### src/rtl/udma_i2c_pkg.sv
// Shared definitions for the uDMA I2C command path: opcodes, fragment sizes,
// and the opcode legality check used when UDMA_I2C_CMD_CHECK_EN is defined.
package udma_i2c_pkg;

  localparam logic [3:0] I2C_CMD_START   = 4'h0;
  localparam logic [3:0] I2C_CMD_WAIT_EV = 4'h1;
  localparam logic [3:0] I2C_CMD_STOP    = 4'h2;
  localparam logic [3:0] I2C_CMD_RD_ACK  = 4'h4;
  localparam logic [3:0] I2C_CMD_RD_NACK = 4'h6;
  localparam logic [3:0] I2C_CMD_WRB     = 4'h7;
  localparam logic [3:0] I2C_CMD_WR      = 4'h8;
  localparam logic [3:0] I2C_CMD_WAIT    = 4'hA;
  localparam logic [3:0] I2C_CMD_RPT     = 4'hC;
  localparam logic [3:0] I2C_CMD_CFG     = 4'hE;

  typedef enum logic [1:0] {
    DS_BYTE = 2'b00,
    DS_HALF = 2'b01,
    DS_WORD = 2'b10
  } datasize_e;

  // Both 2'b10 and 2'b11 select whole-word fragments.
  function automatic datasize_e decode_datasize(input logic [1:0] cfg);
    return cfg[1] ? DS_WORD : datasize_e'(cfg);
  endfunction

  function automatic logic is_legal_opcode(input logic [3:0] op);
    case (op)
      I2C_CMD_START, I2C_CMD_WAIT_EV, I2C_CMD_STOP, I2C_CMD_RD_ACK,
      I2C_CMD_RD_NACK, I2C_CMD_WRB, I2C_CMD_WR, I2C_CMD_WAIT,
      I2C_CMD_RPT, I2C_CMD_CFG: return 1'b1;
      default:                  return 1'b0;
    endcase
  endfunction

endpackage

### src/rtl/udma_i2c_cmd_fifo.sv
// Generic synchronous FIFO with registered storage, no bypass, and a
// synchronous clear. Full/empty come from a separate occupancy count.
module udma_i2c_cmd_fifo #(
  parameter int WIDTH = 32,
  parameter int DEPTH = 4
) (
  input  logic                           clk_i,
  input  logic                           rstn_i,
  input  logic                           clr_i,
  input  logic                           push_i,
  input  logic [WIDTH-1:0]               data_i,
  input  logic                           pop_i,
  output logic [WIDTH-1:0]               data_o,
  output logic                           full_o,
  output logic                           empty_o,
  output logic [$clog2(DEPTH+1)-1:0]     count_o
);

  localparam int AW = $clog2(DEPTH);
  localparam int CW = $clog2(DEPTH+1);

  logic [WIDTH-1:0] mem_q [DEPTH];
  logic [AW-1:0]    wr_ptr_q, rd_ptr_q;
  logic [CW-1:0]    count_q;
  logic             do_push, do_pop;

  assign full_o  = (count_q == CW'(DEPTH));
  assign empty_o = (count_q == '0);
  assign count_o = count_q;
  assign do_push = push_i & ~full_o;
  assign do_pop  = pop_i & ~empty_o;
  assign data_o  = mem_q[rd_ptr_q];

  // NOTE: storage carries no reset; an empty FIFO's head is masked by the
  // consumer, so clearing the array would only cost reset fan-out.
  always_ff @(posedge clk_i) begin
    if (do_push) mem_q[wr_ptr_q] <= data_i;
  end

  // NOTE: non-blocking assignments keep every register updating from the
  // pre-edge values, independent of statement order.
  always_ff @(posedge clk_i or negedge rstn_i) begin
    if (!rstn_i) begin
      wr_ptr_q <= '0;
      rd_ptr_q <= '0;
      count_q  <= '0;
    end else if (clr_i) begin
      wr_ptr_q <= '0;
      rd_ptr_q <= '0;
      count_q  <= '0;
    end else begin
      if (do_push) wr_ptr_q <= wr_ptr_q + AW'(1);
      if (do_pop)  rd_ptr_q <= rd_ptr_q + AW'(1);
      case ({do_push, do_pop})
        2'b10:   count_q <= count_q + CW'(1);
        2'b01:   count_q <= count_q - CW'(1);
        default: count_q <= count_q;
      endcase
    end
  end

endmodule

### src/rtl/udma_i2c_cmd_packer.sv
// Packs 8/16/32-bit uDMA TX fragments little-endian into 32-bit I2C command
// words and queues them. Define UDMA_I2C_CMD_CHECK_EN to drop illegal opcodes.
module udma_i2c_cmd_packer
  import udma_i2c_pkg::*;
#(
  parameter int DEPTH = 4
) (
  input  logic                           clk_i,
  input  logic                           rstn_i,
  input  logic                           sw_rst_i,
  input  logic [1:0]                     cfg_datasize_i,
  input  logic [31:0]                    data_i,
  input  logic                           data_valid_i,
  output logic                           data_ready_o,
  output logic [31:0]                    cmd_o,
  output logic                           cmd_valid_o,
  input  logic                           cmd_ready_i,
  output logic                           err_o,
  output logic [$clog2(DEPTH+1)-1:0]     level_o
);

  logic [31:0] word_q, word_d, push_word, head_word;
  logic [1:0]  cnt_q, cnt_d;
  datasize_e   size_q, size_d, size_cur;
  logic        rdy_en_q;
  logic        accept, last, legal, push, pop;
  logic        fifo_full, fifo_empty;

  // rdy_en_q holds data_ready_o low while rstn_i is asserted.
  assign data_ready_o = rdy_en_q & (sw_rst_i | ~fifo_full);
  assign accept       = data_valid_i & data_ready_o & ~sw_rst_i;
  assign size_cur     = (cnt_q == 2'd0) ? decode_datasize(cfg_datasize_i) : size_q;

  // NOTE: every output of a combinational block gets a default first, so no
  // path through the case statement can infer a latch.
  always_comb begin
    push_word = word_q;
    last      = 1'b0;
    case (size_cur)
      DS_BYTE: begin
        push_word[{cnt_q, 3'b000} +: 8] = data_i[7:0];
        last = (cnt_q == 2'd3);
      end
      DS_HALF: begin
        push_word[{cnt_q[0], 4'b0000} +: 16] = data_i[15:0];
        last = cnt_q[0];
      end
      default: begin
        push_word = data_i;
        last      = 1'b1;
      end
    endcase
  end

  always_comb begin
    word_d = word_q;
    cnt_d  = cnt_q;
    size_d = size_q;
    if (sw_rst_i) begin
      word_d = '0;
      cnt_d  = '0;
      size_d = DS_BYTE;
    end else if (accept) begin
      word_d = push_word;
      size_d = size_cur;
      cnt_d  = last ? 2'd0 : cnt_q + 2'd1;
    end
  end

  always_ff @(posedge clk_i or negedge rstn_i) begin
    if (!rstn_i) begin
      word_q   <= '0;
      cnt_q    <= '0;
      size_q   <= DS_BYTE;
      rdy_en_q <= 1'b0;
    end else begin
      word_q   <= word_d;
      cnt_q    <= cnt_d;
      size_q   <= size_d;
      rdy_en_q <= 1'b1;
    end
  end

`ifdef UDMA_I2C_CMD_CHECK_EN
  logic err_q;

  assign legal = is_legal_opcode(push_word[31:28]);

  always_ff @(posedge clk_i or negedge rstn_i) begin
    if (!rstn_i)       err_q <= 1'b0;
    else if (sw_rst_i) err_q <= 1'b0;
    else               err_q <= accept & last & ~legal;
  end

  assign err_o = err_q;
`else
  assign legal = 1'b1;
  assign err_o = 1'b0;
`endif

  assign push        = accept & last & legal;
  assign cmd_valid_o = ~fifo_empty & ~sw_rst_i;
  assign pop         = cmd_valid_o & cmd_ready_i;
  assign cmd_o       = fifo_empty ? '0 : head_word;

  udma_i2c_cmd_fifo #(
    .WIDTH (32),
    .DEPTH (DEPTH)
  ) u_fifo (
    .clk_i   (clk_i),
    .rstn_i  (rstn_i),
    .clr_i   (sw_rst_i),
    .push_i  (push),
    .data_i  (push_word),
    .pop_i   (pop),
    .data_o  (head_word),
    .full_o  (fifo_full),
    .empty_o (fifo_empty),
    .count_o (level_o)
  );

endmodule
### config.mk
export PLATFORM = sky130hd
export DESIGN_NAME = udma_i2c_cmd_packer
export DESIGN_NICKNAME = d
export VERILOG_FILES = /design/src/rtl/udma_i2c_pkg.sv /design/src/rtl/udma_i2c_cmd_fifo.sv /design/src/rtl/udma_i2c_cmd_packer.sv
export SDC_FILE = /design/constraint.sdc
export NUM_CORES = 1
export LEC_CHECK = 0
export CAP_MARGIN = 10
export CORE_ASPECT_RATIO = 1.75
export CORE_UTILIZATION = 50
export CTS_CLUSTER_SIZE = 14
export DETAILED_ROUTE_END_ITERATION = 8
export HOLD_SLACK_MARGIN = 0.02
export PLACE_DENSITY = 0.71
export SYNTH_ARGS = -nofsm -noshare
export SYNTH_HDL_FRONTEND = slang
export SYNTH_SLANG_ARGS = --single-unit
### constraint.sdc
create_clock -name clk_i -period 7.2 [get_ports clk_i]
set_input_delay 1.08 -clock clk_i [delete_from_list [all_inputs] [get_ports clk_i]]
set_output_delay 1.08 -clock clk_i [all_outputs]
set_load 0.02 [all_outputs]
# ---- Word-level counts from Yosys, hierarchy flattened
# Memories as Yosys holds them, arrays and structs flattened.
# Index checks and enable logic that the tools add are counted.
dict set report word_totals {
  reg_bits 44
  ram_bits 128
  inputBits 39
  mem_count 1
}
# name words width rd rd_ports_with_merged_regs wr line
set memory_table {}
lappend memory_table {u_fifo.mem_q 4 32 1 0 1 udma_i2c_cmd_fifo.sv:22} ;# logic [WIDTH-1:0] mem_q [DEPTH];
dict set report op_classes {
  addsub 7
  eq_ne 5
  n_shift 4
  mux 22
  bitwise 12
  reduce_logical 7
}
# op count
set ops {}
lappend ops {{2-to-1 mux 32 bit} 3}
lappend ops {{bitwise mux 32 bit} 2}
lappend ops {{case mux 32 bit (2 select lines)} 1}
lappend ops {{variable shift 16 x 7 -> 32 bit, first input constant} 1}
lappend ops {{variable shift 8 x 7 -> 32 bit, first input constant} 1}
lappend ops {{variable part select 16 x 7 -> 32 bit} 1}
lappend ops {{variable part select 8 x 7 -> 32 bit} 1}
lappend ops {{2-to-1 mux 2 bit} 11}
lappend ops {{negator 5 -> 7 bit} 2}
lappend ops {{AND 1 bit} 8}
lappend ops {{adder 2 x 1 -> 2 bit, second input constant} 3}
lappend ops {{case mux 3 bit (2 select lines)} 1}
lappend ops {{nonzero test 2 bit} 3}
lappend ops {{equality test 2 x 1 -> 1 bit, second input constant} 2}
lappend ops {{equality test 2 bit, second input constant} 2}
lappend ops {{zero test 2 bit} 2}
lappend ops {{adder 3 x 1 -> 3 bit, second input constant} 1}
lappend ops {{equality test 3 bit, second input constant} 1}
lappend ops {{zero test 3 bit} 1}
lappend ops {{2-to-1 mux 3 bit} 1}
lappend ops {{NOT 1 bit} 3}
lappend ops {{nonzero test 3 bit} 1}
lappend ops {{subtractor 3 x 1 -> 3 bit, second input constant} 1}
lappend ops {{2-to-1 mux 1 bit} 2}
lappend ops {{other kinds (2)} 2}

# ---- Longest topological paths before layout
dict set report depth {
  ltp_word 11
  ltp_mapped 13
  mapped_depth_nobuf 12
}

# ---- Cells and area by module
# Synthesis repeated with hierarchy kept, for this count alone.
dict set report unflattened {
  cells_unflattened 606
  area_unflattened_um2 8410.6
}
# mod n_inst cells_per_inst area_per_inst_um2
set by_module_without_submodules {}
lappend by_module_without_submodules {udma_i2c_cmd_fifo 1 229 5227.5}
lappend by_module_without_submodules {udma_i2c_cmd_packer 1 377 3183.1}

# ---- Worst setup path after synthesis
# OpenSTA, ideal clock, no wires.
dict set report synth_timing {
  kind {input-to-reg}
  from {in cfg_datasize_i[1]}
  to {mem u_fifo.mem_q[0][0], enable pin}
  arrival_time_ns 2.865
  required_ns 6.808
  setup_slack_ns 3.943
  stages 6
  cell_sequence {and3b_1 > o21ai_2 > buf_4 > nand3_2 > nor3b_1 > and2_1}
}
dict set report synth_between {
  elab_chain_cells 8
}
# item line
set synth_rtl {}
lappend synth_rtl {{start, declared} udma_i2c_cmd_packer.sv:11} ;# input logic [1:0] cfg_datasize_i,
lappend synth_rtl {{2-to-1 mux 2 bit *} udma_i2c_pkg.sv:24} ;# return cfg[1] ? DS_WORD : datasize_e'(cfg);
lappend synth_rtl {{2-to-1 mux 2 bit *} udma_i2c_cmd_packer.sv:32} ;# assign size_cur = (cnt_q == 2'd0) ? decode_datasize(cfg_datasize_i) : size_q;
lappend synth_rtl {{equality test 2 x 1 -> 1 bit / zero test 2 bit (equally long branches)} udma_i2c_cmd_packer.sv:39} ;# case (size_cur)
lappend synth_rtl {{case mux 1 bit (2 select lines) *} udma_i2c_cmd_packer.sv:39}
lappend synth_rtl {{AND 1 bit *} udma_i2c_cmd_packer.sv:101} ;# assign push = accept & last & legal;
lappend synth_rtl {{AND 1 bit *} udma_i2c_cmd_fifo.sv:30} ;# assign do_push = push_i & ~full_o;
lappend synth_rtl {{2-to-1 mux 1 bit *} udma_i2c_cmd_fifo.sv:37} ;# if (do_push) mem_q[wr_ptr_q] <= data_i;
lappend synth_rtl {{2-to-1 mux 1 bit (not written as such) *} udma_i2c_cmd_fifo.sv:37}
lappend synth_rtl {{end, declared} udma_i2c_cmd_fifo.sv:22}
# Mark *: on every way between the ends. The rest lies on a longest branch, timed or not.

# ---- Final worst setup path
dict set report layout_timing {
  from {in cfg_datasize_i[1]}
  to {reg u_fifo.count_q[2] (netlist: u_fifo.count_o[2])}
}
dict set report layout_between {
  elab_chain_cells 9
}
# item line
set layout_rtl {}
lappend layout_rtl {{2-to-1 mux 2 bit *} udma_i2c_pkg.sv:24}
lappend layout_rtl {{2-to-1 mux 2 bit *} udma_i2c_cmd_packer.sv:32}
lappend layout_rtl {{equality test 2 x 1 -> 1 bit / zero test 2 bit (equally long branches)} udma_i2c_cmd_packer.sv:39}
lappend layout_rtl {{case mux 1 bit (2 select lines) *} udma_i2c_cmd_packer.sv:39}
lappend layout_rtl {{AND 1 bit *} udma_i2c_cmd_packer.sv:101}
lappend layout_rtl {{AND 1 bit *} udma_i2c_cmd_fifo.sv:30}
lappend layout_rtl {{equality test 2 x 1 -> 1 bit / equality test 2 bit (equally long branches)} udma_i2c_cmd_fifo.sv:54} ;# case ({do_push, do_pop})
lappend layout_rtl {{case mux 3 bit (2 select lines)} udma_i2c_cmd_fifo.sv:54}
lappend layout_rtl {{2-to-1 mux 3 bit} udma_i2c_cmd_fifo.sv:47} ;# end else if (clr_i) begin
lappend layout_rtl {{end signal, assigned} udma_i2c_cmd_fifo.sv:55} ;# 2'b10: count_q <= count_q + CW'(1);
lappend layout_rtl {{end signal, assigned} udma_i2c_cmd_fifo.sv:56} ;# 2'b01: count_q <= count_q - CW'(1);
lappend layout_rtl {{end signal, assigned} udma_i2c_cmd_fifo.sv:57} ;# default: count_q <= count_q;
lappend layout_rtl {{end, declared} udma_i2c_cmd_fifo.sv:24} ;# logic [CW-1:0] count_q;
# Marked as above.
# A chain may end at the register's enable or synchronous reset.

==> key figures <==
Pwr
  • Pwr Density: 301.7 mW/mm²
  • Clk pwr share: 32.7%
  • Sw frac: 30.69%
  • Comb pwr share: 26.8%
  • Sequential cell fraction of total power: 40.5%
  • Psw: 0.8751 mW
  • P_leak: 3.279 nW
  • VDD IR max: 0.0002685 V
  • Int Pwr: 1.977 mW

Yosys
  • Post-synth top cells: edfxtp_1 (128), nor2_1 (76), dfrtp_1 (44)
  • Top-count cell post-synth: edfxtp_1
  • Synthesized cell area: 0.007983 mm²
  • #FFs+latches synth: 172
  • Synth area leaders: edfxtp_1 (48%), dfrtp_1 (14%), mux4_2 (9.0%)
  • Top_reg_cell synth: edfxtp_1
  • Synthesized Nets: 645
  • Top-area cell type share of the netlist area: 48.15%
  • Register area share after synthesis: 61.94%
  • Netlist cell types: 55
  • Post-synth ARST share: 25.58%
  • Number of synthesized flops with an enable pin: 128
  • Avg Inst Size Synth: 13.39 µm²
  • Synth Instances: 596
  • Yosys warnings: 0
  • Post-synth top area cell: edfxtp_1

Floorplanning
  • Core footprint: 0.01546 mm²
  • Die ar.: 0.01649 mm²
  • Effective utilization at floorplan: 51.62%
  • Row cnt: 60
  • Chip width: 97.52 µm
  • Total I/O pin count: 77
  • Die Ht: 169.2 µm

Global routing
  • First-pass GRT wire length: 27460 µm
  • Busiest grt layer: met2
  • Met3 Resource Use GR: 3.295%
  • Met2 usage in global routing: 37.28%
  • Initial antenna violation count: 0
  • Largest net degree at the start of global routing: 52
  • Vias in the first global route: 5113
  • Total grt overflow: 0
  • Total track usage: 21.73%
  • Met1 Usage GRT: 27.67%

Finish
  • FILL cells: 1203
  • Layout cell share with drive strength beyond 1: 15.45%
  • Finished Cell Area: 0.009453 mm²
  • Nets: 709
  • Final Util: 61.12%
  • # diodes: 0
  • Area added between synthesis and finish: 18.42%

Timing
  • Setup TNS: 0 ns
  • Final period utilization: 59.90%
  • Tmin final: 4.313 ns
  • Worst-Margin Slew: 1.162 ns
  • # setup viols final: 0
  • Max Clock Skew: 0.01312 ns
  • RSZ-0062 raised after global routing: false
  • Slew HR: 22.54%
  • Pins Over Slew Limit: 0
  • Final hold viol count: 0
  • Maximum operating frequency: 0.2319 GHz

Setup path
  • Crit Path Class: in2reg
  • Max Fanout on Critical Path: 21
  • CP required: 7.52 ns
  • Startpoint types: primary input
  • Critical Path End Type: flip-flop
  • CP arrival: 4.64 ns

Route
  • DR DRC count: 0
  • TritonRoute pass-1 iters: 5
  • 1st-iter DRT viols: 357
  • Antenna-violating nets left: 0
  • Routed WL: 16880 µm
  • Wire per inst: 19.65 µm
  • Vias/cell: 5.813
  • Vias: 4993

CTS
  • Clock transition at the registers of the reported paths: 0.08 ns
  • PostCTS Resize Cnt: 0
  • CTS Buf Count: 17
  • CTS Sinks: 172
  • Postcts setup bufs: 0
  • Clock Tree Root: clkbuf_16
  • CTS tree: done
  • Cts hold-fix bufs: 0
  • CTS H-tree depth: 4
  • CTS max path bufs: 2
  • Clk_lat worst skew: 0.43 ns

Place
  • Hpwl dp: 11510 µm
  • Area after DPL: 0.008828 mm²
  • IO buf count: 75
  • Routability Congestion: 0.8811

Status
  • Status: finished clean

Hold path
  • Worst min path class: reg2reg

Run
  • Max cap viols: 0
## state kept, by name (all words and copies together), names as in the netlist
register,count
size_q,2
cnt_q,2
rdy_en_q,1
word_q,32
u_fifo.rd_ptr_q,2
u_fifo.wr_ptr_q,2
u_fifo.count_o,3
u_fifo.mem_q,128
## worst max-delay path, stage by stage
cell,delay (ns)
clkdlybuf4s50_1,0.54
and3b_1,0.25
o21ai_2,0.57
nand3_2,0.55
nor3b_1,0.35
nor3_1,0.24
fa_1,0.27
nor4b_1,0.35
a221oi_2,0.13
a2111oi_2,0.29
## cells by family after synthesis
family,share of synthesized area (%)
flops,61.94
buf+inv,2.743
xor+xnor,0.5486
mux,10.66
fa+ha+maj,1.661
compound gates,8.213
simple gates,14.14
other cells,0.09408
## placed cells by master, fill, tap and decap left out, types with 3 or more instances in the layout
master / instances
a31o_2: 6
and2_1: 13
a22oi_1: 8
nand4_1: 3
xnor2_1: 4
a211oi_1: 15
nor3b_1: 3
buf_4: 9
a21oi_1: 42
inv_1: 3
nor3_1: 19
clkbuf_16: 17
a211oi_2: 3
clkdlybuf4s50_1: 73
a31o_1: 3
nand3_1: 10
or3_1: 8
mux2i_1: 9
o21ai_0: 8
clkinv_8: 5
edfxtp_1: 128
nand2b_1: 5
ha_1: 9
inv_8: 4
nor2b_1: 34
mux4_2: 32
dfrtp_1: 42
nor2_1: 76
nand2_1: 38
## area by class of cell
class                   instances  area [µm²]  area share [%]
flip-flops and latches        172        4947           52.34
multi-input cells             381        2825           29.89
inverters                       4       15.01          0.1588
clock buffers                  17       425.4           4.500
repair buffers                 84       808.3           8.551
well taps                     186       232.7           2.462
clock inverters                15       198.9           2.105
## routing by layer
layer  routed length, µm  vias up
met5                   0        -
met4                 504        0
met3                 646       35
met2                8803      163
met1                6926     2449
li1                    -     2346
## final timing paths
check	endpoint	start	cells after the start	slack, ns
worst max-delay path	u_fifo.count_o[2]	cfg_datasize_i[1]	10	2.89
worst min-delay path	word_q[21]	word_q[21]	2	0.53
worst max register to register	u_fifo.count_o[2]	cnt_q[0]	11	3.07
worst min register to register	word_q[21]	word_q[21]	2	0.53
max in group asynchronous	u_fifo.rd_ptr_q[0]	rstn_i	1	5.67
min in group asynchronous	u_fifo.wr_ptr_q[1]	rstn_i	1	0.82
## power groups by stage
stage                     Combinational [mW]  Sequential (mW)  Clock (mW)
final                                  0.765             1.15       0.933
after detailed placement               0.774             1.17           0
after global routing                   0.831             1.16       0.983
after floorplan                        0.497             1.17           0
after global placement                 0.761             1.17           0
after CTS                              0.778             1.15       0.950
## stage by stage
| step | instances | hold slack [ns] | power [mW] | worst slack (ns) |
|---|---|---|---|---|
| after floorplan | 596 | 0.5018 | 1.664 | 3.943 |
| after global placement | 827 | 0.5158 | 1.934 | 2.599 |
| after detailed placement | 827 | 0.5165 | 1.949 | 2.453 |
| after CTS | 859 | 0.5281 | 2.881 | 2.907 |
| after global routing | 859 | 0.5488 | 2.972 | 2.527 |
| final | 859 | 0.5301 | 2.852 | 2.887 |
Note: power is estimated with default switching activity, not from simulation.
